**src/rtl/reg_scoreboard_if.sv**
```systemverilog
// rtl/reg_scoreboard_if.sv - ID-stage <-> scoreboard signal bundle
//
// Purpose: carries launch reports from ID into the scoreboard and the hazard
// information (per-read-address status, busy/completion masks, WAW flag) back.
// Signals:
//   launch1/launch2, launchN_rd[4:0], launchN_lw : launch reports (ID -> SB)
//   kill                                          : EX redirect, drops launches
//   RAddr1..RAddr4[4:0]                           : ID read addresses
//   stat1..stat4[1:0]                             : 00 ready, 01 forwardable, 10 busy
//   busy_mask[31:0], clr_w_mask[31:0]             : pending / completed writes
//   inflight[5:0], waw_err                        : pending count, sticky WAW flag
// Modports: master = ID side, slave = scoreboard side.
interface reg_scoreboard_if;
    logic        launch1;
    logic [4:0]  launch1_rd;
    logic        launch1_lw;
    logic        launch2;
    logic [4:0]  launch2_rd;
    logic        launch2_lw;
    logic        kill;
    logic [4:0]  RAddr1;
    logic [4:0]  RAddr2;
    logic [4:0]  RAddr3;
    logic [4:0]  RAddr4;
    logic [1:0]  stat1;
    logic [1:0]  stat2;
    logic [1:0]  stat3;
    logic [1:0]  stat4;
    logic [31:0] busy_mask;
    logic [31:0] clr_w_mask;
    logic [5:0]  inflight;
    logic        waw_err;

    modport master (
        output launch1, launch1_rd, launch1_lw,
        output launch2, launch2_rd, launch2_lw,
        output kill, RAddr1, RAddr2, RAddr3, RAddr4,
        input  stat1, stat2, stat3, stat4,
        input  busy_mask, clr_w_mask, inflight, waw_err
    );

    modport slave (
        input  launch1, launch1_rd, launch1_lw,
        input  launch2, launch2_rd, launch2_lw,
        input  kill, RAddr1, RAddr2, RAddr3, RAddr4,
        output stat1, stat2, stat3, stat4,
        output busy_mask, clr_w_mask, inflight, waw_err
    );
endinterface

```
**src/rtl/reg_scoreboard.sv**
```systemverilog
// rtl/reg_scoreboard.sv - register-write scoreboard for the dual-issue pipeline
//
// Purpose: tracks every destination register launched by ID, counts each write
// down to its write-back edge, and reports busy/forwarding state back to ID.
// Ports:
//   CLK   : clock, rising-edge
//   RST_N : asynchronous active-low reset
//   sb    : reg_scoreboard_if.slave (launch reports in, hazard status out)
module reg_scoreboard #(
    parameter int CNT_W   = 3,
    parameter int LAT_ALU = 2,
    parameter int LAT_LW  = 3
) (
    input  logic             CLK,
    input  logic             RST_N,
    reg_scoreboard_if.slave  sb
);

    localparam logic [CNT_W-1:0] LAT_ALU_C = CNT_W'(LAT_ALU);
    localparam logic [CNT_W-1:0] LAT_LW_C  = CNT_W'(LAT_LW);
    localparam logic [CNT_W-1:0] CNT_ONE   = CNT_W'(1);

    logic [31:0]      busy;
    logic [CNT_W-1:0] cnt [32];
    logic [31:0]      clr_q;
    logic             waw_q;

    logic [31:0]      busy_n;
    logic [CNT_W-1:0] cnt_n [32];
    logic [31:0]      clr_n;
    logic             waw_hit;

    logic             eff1;
    logic             eff2;
    logic [CNT_W-1:0] lat1;
    logic [CNT_W-1:0] lat2;
    logic [5:0]       inflight_c;

    assign eff1 = sb.launch1 && !sb.kill && (sb.launch1_rd != 5'd0);
    assign eff2 = sb.launch2 && !sb.kill && (sb.launch2_rd != 5'd0);
    assign lat1 = sb.launch1_lw ? LAT_LW_C : LAT_ALU_C;
    assign lat2 = sb.launch2_lw ? LAT_LW_C : LAT_ALU_C;

    // Register 0 is skipped entirely, so it can never become busy.
    always_comb begin
        busy_n = busy;
        cnt_n  = cnt;
        clr_n  = '0;
        for (int r = 1; r < 32; r++) begin
            if (eff2 && sb.launch2_rd == 5'(r)) begin
                busy_n[r] = 1'b1;
                cnt_n[r]  = lat2;
            end else if (eff1 && sb.launch1_rd == 5'(r)) begin
                busy_n[r] = 1'b1;
                cnt_n[r]  = lat1;
            end else if (busy[r] && cnt[r] == CNT_ONE) begin
                busy_n[r] = 1'b0;
                cnt_n[r]  = '0;
                clr_n[r]  = 1'b1;
            end else if (busy[r] && cnt[r] != '0) begin
                // cnt is >= 2 here, so the decrement cannot wrap.
                cnt_n[r]  = cnt[r] - CNT_ONE;
            end
        end
    end

    // Same-rd dual launch counts as WAW even though instruction 2 simply wins.
    assign waw_hit = (eff1 && busy[sb.launch1_rd]) ||
                     (eff2 && busy[sb.launch2_rd]) ||
                     (eff1 && eff2 && sb.launch1_rd == sb.launch2_rd);

    always_ff @(posedge CLK or negedge RST_N) begin
        if (!RST_N) begin
            busy  <= '0;
            clr_q <= '0;
            waw_q <= 1'b0;
            for (int r = 0; r < 32; r++) begin
                cnt[r] <= '0;
            end
        end else begin
            busy  <= busy_n;
            cnt   <= cnt_n;
            clr_q <= clr_n;
            waw_q <= waw_q | waw_hit;
        end
    end

    function automatic logic [1:0] stat_of(input logic [4:0] addr);
        if (addr == 5'd0 || !busy[addr]) begin
            return 2'b00;
        end else if (cnt[addr] == CNT_ONE) begin
            return 2'b01;
        end else begin
            return 2'b10;
        end
    endfunction

    always_comb begin
        inflight_c = '0;
        for (int r = 0; r < 32; r++) begin
            inflight_c = inflight_c + 6'(busy[r]);
        end
    end

    assign sb.stat1      = stat_of(sb.RAddr1);
    assign sb.stat2      = stat_of(sb.RAddr2);
    assign sb.stat3      = stat_of(sb.RAddr3);
    assign sb.stat4      = stat_of(sb.RAddr4);
    assign sb.busy_mask  = busy;
    assign sb.clr_w_mask = clr_q;
    assign sb.inflight   = inflight_c;
    assign sb.waw_err    = waw_q;

endmodule

```
**src/flat_wrapper.sv**
```systemverilog
// flat-port wrapper written by rule: the top's interface ports become plain ports
module reg_scoreboard_flat 
#(
    parameter int CNT_W   = 3,
    parameter int LAT_ALU = 2,
    parameter int LAT_LW  = 3
)
  (CLK, RST_N, sb_launch1, sb_launch1_rd, sb_launch1_lw, sb_launch2, sb_launch2_rd, sb_launch2_lw, sb_kill, sb_RAddr1, sb_RAddr2, sb_RAddr3, sb_RAddr4, sb_stat1, sb_stat2, sb_stat3, sb_stat4, sb_busy_mask, sb_clr_w_mask, sb_inflight, sb_waw_err);
  reg_scoreboard_if sb_i ();
  input  logic CLK;
  input  logic RST_N;
  input wire logic [$bits(sb_i.launch1)-1:0] sb_launch1;
  input wire logic [$bits(sb_i.launch1_rd)-1:0] sb_launch1_rd;
  input wire logic [$bits(sb_i.launch1_lw)-1:0] sb_launch1_lw;
  input wire logic [$bits(sb_i.launch2)-1:0] sb_launch2;
  input wire logic [$bits(sb_i.launch2_rd)-1:0] sb_launch2_rd;
  input wire logic [$bits(sb_i.launch2_lw)-1:0] sb_launch2_lw;
  input wire logic [$bits(sb_i.kill)-1:0] sb_kill;
  input wire logic [$bits(sb_i.RAddr1)-1:0] sb_RAddr1;
  input wire logic [$bits(sb_i.RAddr2)-1:0] sb_RAddr2;
  input wire logic [$bits(sb_i.RAddr3)-1:0] sb_RAddr3;
  input wire logic [$bits(sb_i.RAddr4)-1:0] sb_RAddr4;
  output wire logic [$bits(sb_i.stat1)-1:0] sb_stat1;
  output wire logic [$bits(sb_i.stat2)-1:0] sb_stat2;
  output wire logic [$bits(sb_i.stat3)-1:0] sb_stat3;
  output wire logic [$bits(sb_i.stat4)-1:0] sb_stat4;
  output wire logic [$bits(sb_i.busy_mask)-1:0] sb_busy_mask;
  output wire logic [$bits(sb_i.clr_w_mask)-1:0] sb_clr_w_mask;
  output wire logic [$bits(sb_i.inflight)-1:0] sb_inflight;
  output wire logic [$bits(sb_i.waw_err)-1:0] sb_waw_err;
  assign sb_i.launch1 = sb_launch1;
  assign sb_i.launch1_rd = sb_launch1_rd;
  assign sb_i.launch1_lw = sb_launch1_lw;
  assign sb_i.launch2 = sb_launch2;
  assign sb_i.launch2_rd = sb_launch2_rd;
  assign sb_i.launch2_lw = sb_launch2_lw;
  assign sb_i.kill = sb_kill;
  assign sb_i.RAddr1 = sb_RAddr1;
  assign sb_i.RAddr2 = sb_RAddr2;
  assign sb_i.RAddr3 = sb_RAddr3;
  assign sb_i.RAddr4 = sb_RAddr4;
  assign sb_stat1 = sb_i.stat1;
  assign sb_stat2 = sb_i.stat2;
  assign sb_stat3 = sb_i.stat3;
  assign sb_stat4 = sb_i.stat4;
  assign sb_busy_mask = sb_i.busy_mask;
  assign sb_clr_w_mask = sb_i.clr_w_mask;
  assign sb_inflight = sb_i.inflight;
  assign sb_waw_err = sb_i.waw_err;
  reg_scoreboard #(.CNT_W(CNT_W), .LAT_ALU(LAT_ALU), .LAT_LW(LAT_LW)) u_core (.CLK(CLK), .RST_N(RST_N), .sb(sb_i));
endmodule
```
**config.mk**
```make
export PLATFORM = sky130hd
export DESIGN_NAME = reg_scoreboard_flat
export DESIGN_NICKNAME = d
export VERILOG_FILES = /design/src/rtl/reg_scoreboard_if.sv /design/src/rtl/reg_scoreboard.sv /design/src/flat_wrapper.sv
export SDC_FILE = /design/constraint.sdc
export NUM_CORES = 1
export LEC_CHECK = 0
export ABC_AREA = 0
export CORE_ASPECT_RATIO = 0.6
export CORE_MARGIN = 10
export CORE_UTILIZATION = 44
export CTS_BUF_LIST = sky130_fd_sc_hd__clkbuf_4 sky130_fd_sc_hd__clkbuf_8
export DETAILED_ROUTE_END_ITERATION = 16
export SLEW_MARGIN = 0
export SYNTH_ARGS = -nofsm -noshare
export SYNTH_HDL_FRONTEND = slang
export SYNTH_SLANG_ARGS = --single-unit
```
**constraint.sdc**
```tcl
create_clock -name CLK -period 9.6 [get_ports CLK]
set_input_delay 1.92 -clock CLK [delete_from_list [all_inputs] [get_ports CLK]]
set_output_delay 1.92 -clock CLK [all_outputs]
set_load 0.05 [all_outputs]
```
* Word-level counts from Yosys, hierarchy flattened
Cells that the tools add are included.
** Operators by class
- Add/subtract/negate cells :: 61
- Magnitude comparators :: 10
- Equal/unequal tests :: 98
- Multiplexer cells :: 344
- Bitwise logic cells :: 5
- Reductions and logical operators :: 242
** Operator list (count)
- 2-to-1 mux 3 bit :: 132
- 2-to-1 mux 1 bit :: 194
- nonzero test 3 bit :: 62
- adder 6 x 1 -> 6 bit :: 29
- equality test 5 bit (second input constant) :: 32
- logical AND 1 bit :: 132
- nonzero test 4 bit :: 31
- equality test 3 x 1 -> 1 bit (second input constant) :: 35
- subtractor 3 x 1 -> 3 bit (second input constant) :: 31
- equality test 5 x 4 -> 1 bit (second input constant) :: 16
- binary-select mux 3 bit (select 5 bit) :: 4
- equality test 5 x 3 -> 1 bit (second input constant) :: 8
- less-than comparator 5 x 6 -> 1 bit (second input constant) :: 6
- binary-select mux 1 bit (select 5 bit) :: 6
- >= comparator 6 bit (second input constant) :: 4
- inverter 5 -> 6 bit :: 4
- equality test 5 x 2 -> 1 bit (second input constant) :: 4
- logical NOT 5 bit :: 4
- 2-to-1 mux 2 bit :: 8
- equality test 5 x 1 -> 1 bit (second input constant) :: 2
- nonzero test 5 bit :: 2
- logical OR 1 bit :: 6
- equality test 5 bit :: 1
- logical NOT 1 bit :: 5
- other kinds (2) :: 2
** Storage, ports and cells
- Bits in registers :: 156
- Input port bits :: 37
- Output and inout port bits :: 79
- Word-level logic and storage cells :: 824

* Depth between registers and ports, before layout
Gate-level depths: netlist (run 1).
- Depth in word-level cells :: 30
- Gate-level depth with buffers :: 18
- Depth with buffers taken out :: 18

* Least setup slack after synthesis (run 1)
OpenSTA, ideal clock, no wires.
- Kind :: register -> output
- From :: reg u_core.busy[3], in the netlist u_core.sb.busy_mask[3]
- To :: out sb_inflight[4]
- Data arrival time :: 5.701 ns
- Data required time :: 7.680 ns
- Setup slack :: 1.979 ns
- Stages on the path, launching flop included :: 19
- Path buffers :: 1
- Path through :: dfrtp_1 -> clkbuf_1 -> inv_1 -> fa_1 -> inv_1 -> fa_1 -> fa_1 -> fa_1 -> fa_1 -> inv_1 -> fa_1 -> inv_1 -> ha_1 -> inv_1 -> fa_1 -> inv_1 -> a21o_1 -> a21oi_1 -> xnor2_1
** On the way
- Word-level cells in the longest chain between the ends :: 29
** RTL lines
- start: declaration :: RTL line reg_scoreboard.sv:23 : logic [31:0] busy;
- start signal: assignment :: RTL line reg_scoreboard.sv:81 : busy <= busy_n;
- adder 6 x 1 -> 6 bit (29 in series) :: RTL line reg_scoreboard.sv:101 : inflight_c = inflight_c + 6'(busy[r]);
- end: declaration :: RTL line flat_wrapper.sv:29 : output wire logic [$bits(sb_i.inflight)-1:0] sb_inflight;
Every way passes these cells.

* Worst setup path in the final report (run 1)
- From :: reg u_core.busy[1], in the netlist u_core.sb.busy_mask[1]
- To :: out sb_inflight[4]
** On the way
- Word-level cells in the longest chain between the ends :: 30
** RTL lines (RTL line)
- adder 1 x 1 -> 2 bit :: reg_scoreboard.sv:101
- adder 6 x 1 -> 6 bit (29 in series) :: reg_scoreboard.sv:101
Every way passes these cells.

==> run_results.csv, run 1 <==
group,metric,value,unit
synthesis,synthCells,1529,
global_routing,grt_pass1_vias,12000,
worst_setup_path,path_buf_inv,7,
clock_tree,root_buffer,"clkbuf_8",
timing,setup-violations-final,0,
cells_and_area,fin_nets,1744,
detailed_routing,drt-total-wl,50200,microns
placement,gp_congestion,1.05,
cells_and_area,final_cell_area,15800,sq um
floorplan,die_w,250,microns
placement,hpwlAfterDp,37400,microns
detailed_routing,dr_wl_met3,6520,microns
clock_tree,clock_latency,0.52,ns
timing,fmax,120,MHz
detailed_routing,drcViolationCount,0,
worst_setup_path,cp_cell_sequence,"ha_1 > inv_1 > fa_1 > inv_1 > fa_1 > fa_1 > fa_1 > fa_1 > inv_1 > fa_1 > inv_1 > ha_1 > inv_1 > fa_1 > inv_1 > a21o_1 > a21oi_1 > xnor2_1 > clkdlybuf4s50_1",
detailed_routing,top_layer_used,"met5",
worst_setup_path,cp_top_family,"adder cells",
synthesis,ys_ff_latch,156,
cells_and_area,layout_common_cells,"nor2_1 (164), dfrtp_1 (156), nand2_1 (127), inv_1 (126), clkdlybuf4s50_1 (110)",
worst_setup_path,worstSetupStartpointType,"flip-flop",
timing,period_minus_slack,8.32,ns
power,leakage,7.06,nW
clock_tree,clock_sinks,156,
synthesis,synth_area_per_cell,9.16,sq um
worst_setup_path,path_max_fanout,13,
timing,rsz0062_at_grt,"no",
detailed_routing,drt-met1-wl,21800,microns
synthesis,synth-edff-count,0,
timing,clock_skew,0.0131,ns
clock_tree,cts_setup_buffers,0,
synthesis,synth_top_area_share,27.9,%
synthesis,ys_warn_count,0,
cells_and_area,nFillCells,2948,
flow_run,max_cap_violations,0,
cells_and_area,area_growth,12.6,%
floorplan,dieArea,39600,sq um
global_routing,antenna_found_initial,2,
detailed_routing,antenna_left,0,
clock_tree,hold_buffers,0,
worst_setup_path,arrival,6.40,ns
timing,setup-tns-final,0,ns
synthesis,synth_cell_types,77,
timing,finalCritPeriodShare,86.6,%
detailed_routing,vias,12600,
floorplan,io_pins,116,
synthesis,synth_seq_area_share,27.9,%
clock_tree,numCtsBuffers,17,
detailed_routing,met2WireLength,20200,microns
timing,report.final.slew_viol_count,0,
synthesis,ys_top_cells_by_area,"dfrtp_1 (28%), mux4_2 (11%), ha_1 (9.1%), nor2_1 (4.4%), nand2_1 (3.4%)",
cells_and_area,final-seq-area,3900,sq um
cells_and_area,layout_commonest_cell,"nor2_1",
timing,final_hold_viol_count,0,
clock_tree,cts_tree,"yes",
detailed_routing,avgViaCountPerCell,6.26,
global_routing,grt.overflow.total,0,
cells_and_area,layout-drive-gt1-share,10.0,%
synthesis,async_flop_share,100,%
synthesis,synthFlopType,"dfrtp_1",
global_routing,grt_use_total,25.3,%
synthesis,synth_area_leader_cell,"dfrtp_1",
floorplan,fp.dieH,158,microns
global_routing,grt_pass1_wl,76200,microns
power,peakVddDrop,0.000934,V
clock_tree,cts_resized,0,
floorplan,start_util,44.8,%
global_routing,grt_max_degree,90,
power,power_per_cell_area,400,nW/um^2
run_status,run_status,"finished, final reports clean",
clock_tree,path_clk_slew,0.09,ns
worst_setup_path,cp_common_cell,"fa_1",
worst_setup_path,critPathSlowestCell,"clkdlybuf4s50_1",
worst_hold_path,hold_class,"reg2reg",
clock_tree,cts_htree_levels,4,
timing,max_slew_margin,25.8,%
worst_setup_path,cpPeakStageDelay,0.82,ns
floorplan,core_area,31300,sq um
synthesis,netlist_area,14000,sq um
timing,worst_slew_pin_slew,1.11,ns
detailed_routing,drt-initial-drc-count,1519,
worst_setup_path,critPathRequiredTime,7.68,ns
worst_setup_path,path_class,"reg2out",
worst_setup_path,cp-end-kind,"primary output",
power,power,0.00630,W
cells_and_area,multi_input_area,9160,sq um
detailed_routing,wl_per_cell,24.9,microns
floorplan,num_rows,50,
placement,dpl_cell_area,15300,sq um
clock_tree,clk_path_buf_depth,2,
detailed_routing,first_pass_iters,6,
placement,port_buffers,113,
-- worst paths after layout --
kind / depth (start not counted) / slack [ns] / startpoint / end
worst max-delay path: 19 / 1.28 / u_core.sb.busy_mask[1] / sb_inflight[4]
worst min-delay path: 1 / 0.52 / u_core.cnt[49] / u_core.cnt[49]
worst max register to register: 5 / 7.13 / u_core.sb.busy_mask[20] / u_core.sb.waw_err
worst min register to register: 1 / 0.52 / u_core.cnt[49] / u_core.cnt[49]
max in group asynchronous: 2 / 6.73 / RST_N / u_core.cnt[31]
min in group asynchronous: 1 / 1.45 / RST_N / u_core.cnt[71]
-- layout make-up --
cell class / count / share of cell area, %
antenna: 1 / 0.0159
multi-input combinational: 1151 / 58.1
clock buffer: 18 / 1.53
clock inverter: 14 / 1.38
timing repair buffer: 129 / 7.88
sequential: 156 / 24.8
tap: 416 / 3.30
inverter: 127 / 3.02
-- flip-flops by register name, indices dropped and copies added (netlist names) --
register and count:
u_core.cnt 93, u_core.sb.busy_mask 31, u_core.sb.clr_w_mask 31, u_core.sb.waw_err 1
-- cells by family after synthesis --
family,share of synthesized area (%)
simple gates,21.1
compound gates,14.8
buf+inv,6.76
flops,27.9
mux,16.6
fa+ha+maj,12.4
xor+xnor,0.500
other cells,0.0268
-- per-layer routing --
metal,up-vias,global-route usage (%)
met5,-,0
met4,2,9.06
met3,120,9.44
met2,727,35.5
met1,6135,34.8
li1,5619,-
-- worst register-to-register path: stages (launching register included) --
cell     delay, ns
dfrtp_1       0.73
mux4_1        0.66
mux4_2        0.47
and2_0        0.18
a41oi_1       0.19
nand4_1       0.12
-- synthesized netlist by cell type, types with 9 or more instances --
library cell  instances
a21oi_1              60
o21ai_0              48
a21o_1               28
o211ai_1             20
mux4_2               70
nor3_1               30
nand3b_1             36
nor3b_1              39
mux2i_1              38
ha_1                102
nand3_1              32
nor2b_1              21
inv_1               126
clkbuf_1             54
nand4_1              12
nor4_1               22
nand2b_1             44
o22ai_1              11
fa_1                 23
a31oi_1              20
a211o_1              29
o31ai_1              18
a211oi_1              9
buf_2                25
nand2_1             127
dfrtp_1             156
mux2_2               25
nor2_1              164
-- stage by stage --
step                cells  hold slack (ns)  setup slack (ns)  util, %
floorplan            1530            0.483              1.98        -
global placement     1979            0.502              1.87     48.9
detailed placement   1979            0.501              1.80     48.9
CTS                  2011            0.522              1.23     50.4
global route         2011            0.540              1.02     50.4
finish               2012            0.517              1.28     50.4
-- where the power goes --
group          switching [W]  internal [W]
sequential          0.000473      0.000901
combinational        0.00258       0.00174
clock               0.000291      0.000313
total                0.00334       0.00296
No activity file was read; power rests on OpenSTA's default activity.
==> run 2, diff against run 1 <==
Settings changed: SLEW_MARGIN 0 to 10.
==> results of run 2 <==
The final DEF is identical to that of run 1; final timing and power are the same.
